`config.mk`:
```
export PLATFORM = sky130hd
export DESIGN_NAME = alu_result_buffer
export DESIGN_NICKNAME = d
export VERILOG_FILES = /design/src/rtl/alu_result_buffer.sv
export SDC_FILE = /design/constraint.sdc
export NUM_CORES = 1
export LEC_CHECK = 0
export ABC_AREA = 1
export BUFFER_PORTS_ARGS = -buffer_cell sky130_fd_sc_hd__buf_2
export CAP_MARGIN = 5
export CORE_ASPECT_RATIO = 1.25
export CORE_MARGIN = 3
export CORE_UTILIZATION = 50
export DETAILED_ROUTE_END_ITERATION = 16
export PLACE_DENSITY = 0.85
export SLEW_MARGIN = 20
export SYNTH_ARGS = -nofsm -noshare
export SYNTH_HDL_FRONTEND = slang
export SYNTH_SLANG_ARGS = --single-unit
```
`constraint.sdc`:
```
create_clock -name clk -period 2.4 [get_ports clk]
set_clock_uncertainty 0.05 [all_clocks]
set_input_delay 0.12 -clock clk [delete_from_list [all_inputs] [get_ports clk]]
set_output_delay 0.12 -clock clk [all_outputs]
set_load 0.01 [all_outputs]
```
`src/rtl/alu_result_buffer.sv`:
```
// Two-entry in-order skid buffer between the ALU and the memory stage.
// The head register drives out_* and the forwarding tap; the skid register only absorbs backpressure.
module alu_result_buffer #(
   parameter int WIDTH = 32,
   parameter int RD_W  = 5
) (
   input  logic             clk,
   input  logic             rst,
   input  logic             in_valid,
   output logic             in_ready,
   input  logic [WIDTH-1:0] in_result,
   input  logic             in_zero,
   input  logic [RD_W-1:0]  in_rd,
   input  logic             in_wb_en,
   input  logic             flush,
   output logic             out_valid,
   input  logic             out_ready,
   output logic [WIDTH-1:0] out_result,
   output logic             out_zero,
   output logic [RD_W-1:0]  out_rd,
   output logic             out_wb_en,
   output logic             fwd_valid,
   output logic [RD_W-1:0]  fwd_rd,
   output logic [WIDTH-1:0] fwd_data,
   output logic [1:0]       occupancy
);

   typedef enum logic [1:0] {EMPTY = 2'd0, ONE = 2'd1, TWO = 2'd2} state_t;

   typedef struct packed {
      logic [WIDTH-1:0] result;
      logic             zero;
      logic [RD_W-1:0]  rd;
      logic             wb_en;
   } entry_t;

   state_t state_q, state_d;
   entry_t head_q, skid_q, in_ent;
   logic   in_xfer, out_xfer;
   logic   load_head, load_skid, move_skid;

   assign in_ent   = {in_result, in_zero, in_rd, in_wb_en};
   // in_ready comes from state only, so it never chains back through out_ready.
   assign in_ready  = (state_q != TWO) && !rst;
   assign out_valid = (state_q != EMPTY);
   assign in_xfer   = in_valid && in_ready;
   assign out_xfer  = out_valid && out_ready;

   assign out_result = head_q.result;
   assign out_zero   = head_q.zero;
   assign out_rd     = head_q.rd;
   assign out_wb_en  = head_q.wb_en;

   assign fwd_valid = out_valid && head_q.wb_en && (head_q.rd != '0);
   assign fwd_rd    = head_q.rd;
   assign fwd_data  = head_q.result;

   always_ff @(posedge clk or posedge rst) begin
      if (rst) state_q <= EMPTY;
      else     state_q <= state_d;
   end

   always_comb begin
      state_d   = state_q;
      load_head = 1'b0;
      load_skid = 1'b0;
      move_skid = 1'b0;
      occupancy = 2'd0;
      case (state_q)
         EMPTY: begin
            occupancy = 2'd0;
            if (in_xfer) begin
               load_head = 1'b1;
               state_d   = ONE;
            end
         end
         ONE: begin
            occupancy = 2'd1;
            if (in_xfer && out_xfer) begin
               load_head = 1'b1;
            end else if (in_xfer) begin
               load_skid = 1'b1;
               state_d   = TWO;
            end else if (out_xfer) begin
               state_d   = EMPTY;
            end
         end
         TWO: begin
            occupancy = 2'd2;
            if (out_xfer) begin
               move_skid = 1'b1;
               state_d   = ONE;
            end
         end
         default: state_d = EMPTY;
      endcase
      // Flush drops valids only; data registers keep their contents.
      if (flush) begin
         state_d   = EMPTY;
         load_head = 1'b0;
         load_skid = 1'b0;
         move_skid = 1'b0;
      end
   end

   always_ff @(posedge clk or posedge rst) begin
      if (rst) begin
         head_q <= '0;
         skid_q <= '0;
      end else begin
         if (load_head)      head_q <= in_ent;
         else if (move_skid) head_q <= skid_q;
         if (load_skid)      skid_q <= in_ent;
      end
   end

endmodule
```
==> metrics.md, run 1 <==
| Metric | Value |
|---|---|
| Status | `complete, no violations` |
| # DRC | `0` |
| Largest net degree at the start of global routing | `52` |
| Yosys cell types | `20` |
| LEAKAGE | `0.00280 uW` |
| Global-route wire length before repair | `15800 um` |
| RSZ-0062 raised after global routing | `no` |
| Place WS | `0.564 ns` |
| IO Port Bufs | `124` |
| Max-cap violations | `0` |
| Pins Over Slew Limit | `0` |
| Register clock-pin slew on the reported worst setup and hold paths | `0.09 ns` |
| Antenna-violating nets left | `0` |
| Fin nets | `673` |
| Root Buffer Master | `clkbuf_8` |
| Ant diodes | `0` |
| Cell class contributing the biggest share of worst-path delay | `buffers and inverters` |
| HPWL after DPL | `6410 um` |
| Post-layout min period | `1.94 ns` |
| Initial DRC count | `223` |
| Total Neg Setup Slack | `0 ns` |
| Die ar. | `9300 um2` |
| Worst slew margin | `50.8%` |
| WP data arrival | `2.11 ns` |
| Total congestion overflow | `0` |
| Crit-path slowest cell | `dlygate4sd3_1` |
| Largest area contributor in the netlist | `dfrtp_1` |
| All-Layer GR Usage | `21.3%` |
| Clock Latency Late Sink | `0.34 ns` |
| Setup ws final | `0.458 ns` |
| Kind of critical path | `in2reg` |
| Avg Cell Area, Syn | `7.62 um2` |
| Maximum vdd ir drop | `0.531 mV` |
| Hold crit path type | `in2reg` |
| Clk buf depth | `2` |
| Post-Syn Area | `4090 um2` |
| Layout cells sized above 1 | `24.9%` |
| Starting Density | `51.8%` |
| Fin. Hold Viols | `0` |
| Routability cong. | `0.794` |
| Vias in the first global route | `3466` |
| Synth Instances | `536` |
| Sequential-to-total area share from yosys stat | `49.0%` |
| Crit share post-route | `80.9%` |
| Clk sink count | `80` |
| Num CTS Buffers | `9` |
| Power per cell area | `908 nW/um2` |
| Area grow syn2layout | `19.4%` |
| Placement Rows | `36` |
| Wire length per cell | `13.4 um` |
| Die width | `86.8 um` |
| Post-CTS sizing | `0` |
| Core area | `7880 um2` |
| WP buf/inv | `4` |
| Highest Clock Rate | `515 MHz` |
| CTS H-Tree Depth | `3` |
| CTS tree | `done` |
| Worst slew pin tran | `0.737 ns` |
| Crit path max fanout | `51` |
| #FFs+latches synth | `80` |
| Kind of end point of the critical path | `flop` |
| Synth top area share | `49.0%` |
| Die H | `107 um` |
| CP required | `2.57 ns` |
| Total chip power | `4430 uW` |
| Worst path cell trace | `dlygate4sd3_1, buf_2, clkinv_2, nand4_1, o21ai_4, nand2_2, buf_12, nand3_1, nand2_1` |
| Fillers | `667` |
| Total wire length | `9770 um` |
| Synth top area cells | `dfrtp_1 49%, nand2_1 19%, nand3_1 10%, buf_4 7.9%, o21ai_0 4.5%` |
| Syn_nets | `580` |
| Final setup fails | `0` |
| Type of origin of the critical path | `primary input` |
| Yosys warning count | `0` |
| Initial antenna violation count | `0` |
| IO Count | `125` |
| Number of iterations in the first detailed-routing pass | `5` |
| Vias post-DR | `3691` |
| CP max stage delay | `0.55 ns` |
| DR vias/cell | `5.06` |
| Final cell count without fillers | `729` |
| DP Cell Count | `695` |
==> per-stage QoR <==
step | hold slack [ns] | area [um2] | util [%]
4_1_cts | 0.00161 | 4880 | 61.9
6_report | 0.00596 | 4880 | 61.9
3_3_place_gp | 0.271 | 4470 | 56.7
3_5_place_dp | 0.278 | 4470 | 56.7
5_1_grt | 0.0176 | 4880 | 61.9
2_1_floorplan | 0.224 | 4090 | -
==> synthesized netlist by cell type, drive strengths merged <==
cell,n
nand2,206
buf,55
o21ai,40
dfrtp,80
nor2,5
inv,47
or2,1
clkbuf,14
nand4,2
clkinv,1
nor3,2
nand3,83
==> state kept, by name, summed over array words and instances, names as in the netlist <==
| signal | flops |
|---|---|
| fwd_data | 32 |
| fwd_rd | 5 |
| out_wb_en | 1 |
| out_zero | 1 |
| skid_q | 39 |
| state_q | 2 |
==> cell usage in the layout, fill, tap and decap left out <==
master           n
nand2_1        204
buf_2          124
nand3_1         83
dfrtp_1         80
inv_1           43
o21ai_0         37
dlygate4sd3_1   18
clkbuf_8        10
buf_4            8
nor2_1           5
inv_2            3
nand4_1          2
nand2_2          2
o21ai_1          2
clkinv_4         2
clkinvlp_4       2
bufinv_16        2
clkinv_2         1
or2_2            1
clkinv_1         1
o21ai_4          1
nor3_4           1
nor3_1           1
buf_12           1
==> final timing paths <==
check | from | endpoint | cells after the start | slack, ns
max | rst | fwd_data[24] | 9 | 0.46
min | in_result[8] | skid_q[15] | 3 | 0.006
max reg2reg | state_q[1] | fwd_data[24] | 7 | 0.51
min reg2reg | skid_q[29] | skid_q[29] | 2 | 0.44
max in group asynchronous | rst | fwd_data[14] | 4 | 1.46
min in group asynchronous | rst | skid_q[38] | 4 | 0.47
==> area by class of cell <==
cell class                 instances  area, um2  share of cell area (%)
sequential                        80       2000                    41.0
multi-input combinational        339       1460                    30.0
timing repair buffer             151        881                    18.1
inverter                          48        181                    3.72
clock buffer                      10        138                    2.82
tap                               95        119                    2.44
clock inverter                     6       92.6                    1.90
==> where the power goes <==
part | leakage [uW] | internal, uW | switching [uW]
combinational | 0.00171 | 539 | 709
clock | 0.000109 | 618 | 498
sequential | 0.000982 | 1780 | 290
total | 0.00280 | 2930 | 1500
==> tightest hold or removal path: stages <==
cell and delay [ns]:
buf_2 0.09, inv_1 0.06, o21ai_0 0.08
==> kinds of logic (layout without fill, tap and decap cells) <==
| group | after synthesis | in the layout | synth area share, % |
|---|---|---|---|
| simple gates | 299 | 299 | 30.7 |
| compound gates | 40 | 40 | 4.99 |
| buf+inv | 117 | 215 | 15.3 |
| flops | 80 | 80 | 49.0 |
==> metal layers <==
layer | global-route usage [%] | wire, um | vias to the layer above
met2 | 35.3 | 4980 | 134
met4 | 9.47 | 221 | 0
met1 | 26.9 | 3960 | 1721
met3 | 4.00 | 600 | 21
met5 | 0 | 0 | -
li1 | - | - | 1815
==> repair_timing <==
item / 4_1_cts / 5_1_grt
buffers inserted: 0 / 0
hold buffers: 18 / 0
hold endpoints to repair: 97 / 0
(Power assumes the default switching activity.)
==> run 2: changes to the inputs <==
==> constraint.sdc (replaced) <==
create_clock -name clk -period 2 [get_ports clk]
set_clock_uncertainty 0.05 [all_clocks]
set_input_delay 0.1 -clock clk [delete_from_list [all_inputs] [get_ports clk]]
set_output_delay 0.1 -clock clk [all_outputs]
set_load 0.01 [all_outputs]
==> metrics.md, run 2 (same netlist as run 1, synthesis figures left out) <==
| Metric | Value |
|---|---|
| Internal power | `3280 uW` |
| Clk sink count | `80` |
| Cell repeated most along the worst path | `nand2_1` |
| CP required | `2.18 ns` |
| CTS tree | `done` |
| Layout cells sized above 1 | `23.9%` |
| CTS H-Tree Depth | `3` |
| Die width | `86.8 um` |
| Hold crit path type | `in2reg` |
| Initial antenna violation count | `0` |
| Maximum vdd ir drop | `0.502 mV` |
| # DRC | `0` |
| Net Sw Frac | `34.9%` |
| Total chip power | `5040 uW` |
| CP max stage delay | `0.55 ns` |
| Crit share post-route | `88.5%` |
| DR vias/cell | `5.14` |
| All-Layer GR Usage | `23.3%` |
| Post-layout min period | `1.77 ns` |
| Sequential group share of total power | `49.2%` |
| Status | `complete, no violations` |
| Starting Density | `51.8%` |
| Fin. Hold Viols | `0` |
| Vias in the first global route | `3617` |
| Root Buffer Master | `clkbuf_8` |
| Clk buf depth | `2` |
| IO Port Bufs | `124` |
| WP data arrival | `1.96 ns` |
| Antenna-violating nets left | `0` |
| Crit path max fanout | `25` |
| Commonest non-fill, non-tap cell in the layout | `nand2_1` |
| Max reg flops | `39` |
| Total Neg Setup Slack | `0 ns` |
| Gate power share | `30.8%` |
| LEAKAGE | `0.00286 uW` |
| Initial DRC count | `399` |
| Power per cell area | `1010 nW/um2` |
| Worst slew pin tran | `0.710 ns` |
| Largest net degree at the start of global routing | `54` |
| Register clock-pin slew on the reported worst setup and hold paths | `0.08 ns` |
| Number of iterations in the first detailed-routing pass | `5` |
| RSZ-0062 raised after global routing | `no` |
| Most frequent cells in the layout | `204 x nand2_1, 124 x buf_2, 83 x nand3_1, 80 x dfrtp_1, 43 x inv_1` |
| Crit-path slowest cell | `dlygate4sd3_1` |
| Max-cap violations | `0` |
| Fillers | `691` |
| Clock Latency Late Sink | `0.35 ns` |
| Area grow syn2layout | `22.5%` |
| Core area | `7880 um2` |
| Fin util | `63.5%` |
| Placement Rows | `36` |
| Setup ws final | `0.229 ns` |
| Wire length per cell | `13.9 um` |
| Highest Clock Rate | `565 MHz` |
| Place WS | `0.374 ns` |
| IO Count | `125` |
| Kind of critical path | `in2reg` |
| Kind of end point of the critical path | `flop` |
| Vias post-DR | `3847` |
| Post-CTS sizing | `0` |
| Die H | `107 um` |
| Pins Over Slew Limit | `0` |
| Worst slew margin | `52.6%` |
| Final setup fails | `0` |
| Most flops, register | `skid_q` |
| Routability cong. | `0.773` |
| Hold Slack | `0.00913 ns` |
| Sw Pwr | `1760 uW` |
| Die ar. | `9300 um2` |
| Total wire length | `10400 um` |
| Worst path cell trace | `dlygate4sd3_1, buf_2, inv_4, nand4_1, o21ai_4, buf_4, nand3_1, nand2_1, nand2_1` |
| HPWL after DPL | `6550 um` |
| Ant diodes | `0` |
| Fin nets | `694` |
| Clk pwr share | `20.0%` |
| Global-route wire length before repair | `17000 um` |
| Total congestion overflow | `0` |
| Num CTS Buffers | `9` |
| Type of origin of the critical path | `primary input` |
## run 2: what timing repair did
| item | in CTS | in global routing |
|---|---|---|
| hold buffers | 36 | 0 |
| buffers inserted | 0 | 0 |
| hold endpoints to repair | 118 | 0 |
## run 2: layer usage
metal  part of all wire (%)  vias up  track usage (%)  routed length [um]
li1                       -     1859                -                   -
met1                     40     1798             28.5                4150
met2                     51      159             39.6                5340
met3                    5.1       31             3.69                 534
met4                    3.6        0             10.8                 373
met5                      0        -                0                   0
## run 2: metrics by stage
stage	cells	area, um2
after global placement	698	4490
final	748	5000
after CTS	748	5000
after floorplan	536	4090
after detailed placement	698	4490
after global routing	748	5000
## run 2: area by class of cell
class | count | area [um2] | share of cell area, %
Sequential cell | 80 | 2000 | 40.0
Multi-Input combinational cell | 339 | 1460 | 29.2
Timing Repair Buffer | 172 | 1080 | 21.7
Inverter | 48 | 183 | 3.65
Clock buffer | 13 | 149 | 2.98
Tap cell | 95 | 119 | 2.38
Clock inverter | 1 | 5.00 | 0.100
## run 2: final timing paths
kind	endpoint	cells after the start	start	slack (ns)
max	fwd_data[16]	9	rst	0.23
min	skid_q[16]	3	in_result[9]	0.009
max reg2reg	fwd_data[16]	7	state_q[1]	0.25
min reg2reg	skid_q[22]	2	skid_q[22]	0.44
max in group asynchronous	skid_q[5]	4	rst	1.00
min in group asynchronous	skid_q[19]	4	rst	0.40
## run 2: power groups by stage
stage | sequential (uW) | clock (uW) | combinational, uW
after floorplan | 2560 | 0 | 1030
after global placement | 2470 | 0 | 1450
after detailed placement | 2500 | 0 | 1500
after CTS | 2470 | 1020 | 1560
after global routing | 2550 | 1110 | 1730
final | 2480 | 1010 | 1560
## run 2: worst max-delay path: cells and delay by family
family | cells | cell delay (ns)
AOI/OAI and AO/OA | 1 | 0.21
and+or+nand+nor | 4 | 0.54
buffers and inverters | 4 | 1.09
==> run 3: changes to the inputs <==
--- a/config.mk
+++ b/config.mk
@@ -10,9 +10,9 @@
 export CAP_MARGIN = 5
 export CORE_ASPECT_RATIO = 1.25
 export CORE_MARGIN = 3
-export CORE_UTILIZATION = 50
+export CORE_UTILIZATION = 52
 export DETAILED_ROUTE_END_ITERATION = 16
-export PLACE_DENSITY = 0.85
+export PLACE_DENSITY = 0.88
 export SLEW_MARGIN = 20
 export SYNTH_ARGS = -nofsm -noshare
 export SYNTH_HDL_FRONTEND = slang
==> metrics.md, run 3 (same netlist as run 1, synthesis figures left out) <==
| Metric | Value |
|---|---|
| Status | `complete, no violations` |
| Type of origin of the critical path | `flop` |
| Core area | `7490 um2` |
| Hold crit path type | `in2reg` |
| Hold Slack | `0.0101 ns` |
| Fin. Hold Viols | `0` |
| All-Layer GR Usage | `23.0%` |
| Post-CTS sizing | `0` |
| WP buf/inv | `2` |
| Register cell area after layout | `2000 um2` |
| RSZ-0062 raised after global routing | `no` |
| Highest Clock Rate | `611 MHz` |
| Total Neg Setup Slack | `0 ns` |
| Kind of critical path | `reg2reg` |
| CP max stage delay | `0.43 ns` |
| Crit-path slowest cell | `dfrtp_1` |
| CTS tree | `done` |
| DP Cell Count | `694` |
| Largest net degree at the start of global routing | `81` |
| Pins Over Slew Limit | `0` |
| Worst slew margin | `53.4%` |
| Final setup fails | `0` |
| Placement Cell Area | `4470 um2` |
| Die ar. | `8960 um2` |
| Worst path cell trace | `inv_2, nand4_1, o21ai_4, buf_4, nand3_1, nand2_1, nand2_1` |
| Clk sink count | `80` |
| Routability cong. | `0.803` |
| LEAKAGE | `0.00287 uW` |
| Number of iterations in the first detailed-routing pass | `6` |
| Total wire length | `10000 um` |
| CTS H-Tree Depth | `3` |
| Worst slew pin tran | `0.698 ns` |
| Clk buf depth | `2` |
| Final cell count without fillers | `744` |
| Placement Rows | `35` |
| Num CTS Buffers | `9` |
| Commonest non-fill, non-tap cell in the layout | `nand2_1` |
| Power per cell area | `1040 nW/um2` |
| Crit path max fanout | `22` |
| Kind of end point of the critical path | `flop` |
| Max reg flops | `39` |
| HPWL after DPL | `6420 um` |
| Starting Density | `54.6%` |
| Wire length per cell | `13.5 um` |
| Register clock-pin slew on the reported worst setup and hold paths | `0.09 ns` |
| Area grow syn2layout | `23.2%` |
| Post-layout min period | `1.64 ns` |
| Fin nets | `691` |
| Ant diodes | `0` |
| CP required | `2.20 ns` |
| Area of the multi-input gates | `1460 um2` |
| Fillers | `617` |
| Root Buffer Master | `clkbuf_8` |
| Most frequent cells in the layout | `204 x nand2_1, 124 x buf_2, 83 x nand3_1, 80 x dfrtp_1, 43 x inv_1` |
| Vias in the first global route | `3612` |
| Layout cells sized above 1 | `24.5%` |
| Global-route wire length before repair | `16800 um` |
| Maximum vdd ir drop | `0.565 mV` |
| Vias post-DR | `3805` |
| Cell class contributing the biggest share of worst-path delay | `simple AND/OR/NAND/NOR gates` |
| Crit share post-route | `81.8%` |
| Cell repeated most along the worst path | `nand2_1` |
| Initial DRC count | `321` |
| Antenna-violating nets left | `0` |
| Max-cap violations | `0` |
| # DRC | `0` |
| WP data arrival | `1.84 ns` |
| Most flops, register | `skid_q` |
| Total chip power | `5250 uW` |
| Initial antenna violation count | `0` |
| IO Count | `125` |
| Total congestion overflow | `0` |
| DR vias/cell | `5.11` |
| Post-route cell area | `5030 um2` |
| Die width | `85.3 um` |
| Clock Latency Late Sink | `0.35 ns` |
| Die H | `105 um` |
| IO Port Bufs | `124` |
run 3: worst register-to-register path: cells and delay by family (launching register included):
family	cells	cell delay [ns]
flip-flops	1	0.43
AO/OA/AOI/OAI	1	0.21
buffers and inverters	2	0.39
AND/OR/NAND/NOR	4	0.46
run 3: power breakdown:
group	leakage [uW]	switching [uW]	internal [uW]
clock	0.0000948	594	646
combinational	0.00179	869	673
sequential	0.000982	339	2130
run 3: worst paths after layout:
path	cells past startpoint	endpoint	from	slack (ns)
max	7	fwd_data[14]	state_q[1]	0.36
min	3	skid_q[15]	in_result[8]	0.01
max reg2reg	7	fwd_data[14]	state_q[1]	0.36
min reg2reg	2	skid_q[32]	skid_q[32]	0.44
max in group asynchronous	5	fwd_data[5]	rst	0.94
min in group asynchronous	4	skid_q[1]	rst	0.37
run 3: what timing repair did:
action                                 in CTS  in global routing
setup buffers                               0                  0
endpoints found under the hold margin      35                 24
hold buffers                               32                  1
run 3: final cells by class:
type	count	area share, %
clock buffers	12	3.08
repair buffers	169	21.1
inverters	48	3.63
well taps	92	2.29
flip-flops and latches	80	39.8
clock inverters	4	1.04
multi-input cells	339	29.1
run 3: layer usage:
metal | vias up | wire length, um | GRT usage, %
li1 | 1850 | - | -
met1 | 1781 | 4000 | 28.2
met2 | 153 | 5260 | 40.3
met3 | 21 | 555 | 2.52
met4 | 0 | 218 | 9.84
met5 | - | 0 | 0
run 3: per-stage QoR:
stage                     utilization [%]  setup WS [ns]
after floorplan                         -          0.167
after global placement               59.6          0.484
after detailed placement             59.6          0.381
after CTS                            66.7          0.379
after global routing                 67.2          0.173
final                                67.2          0.364
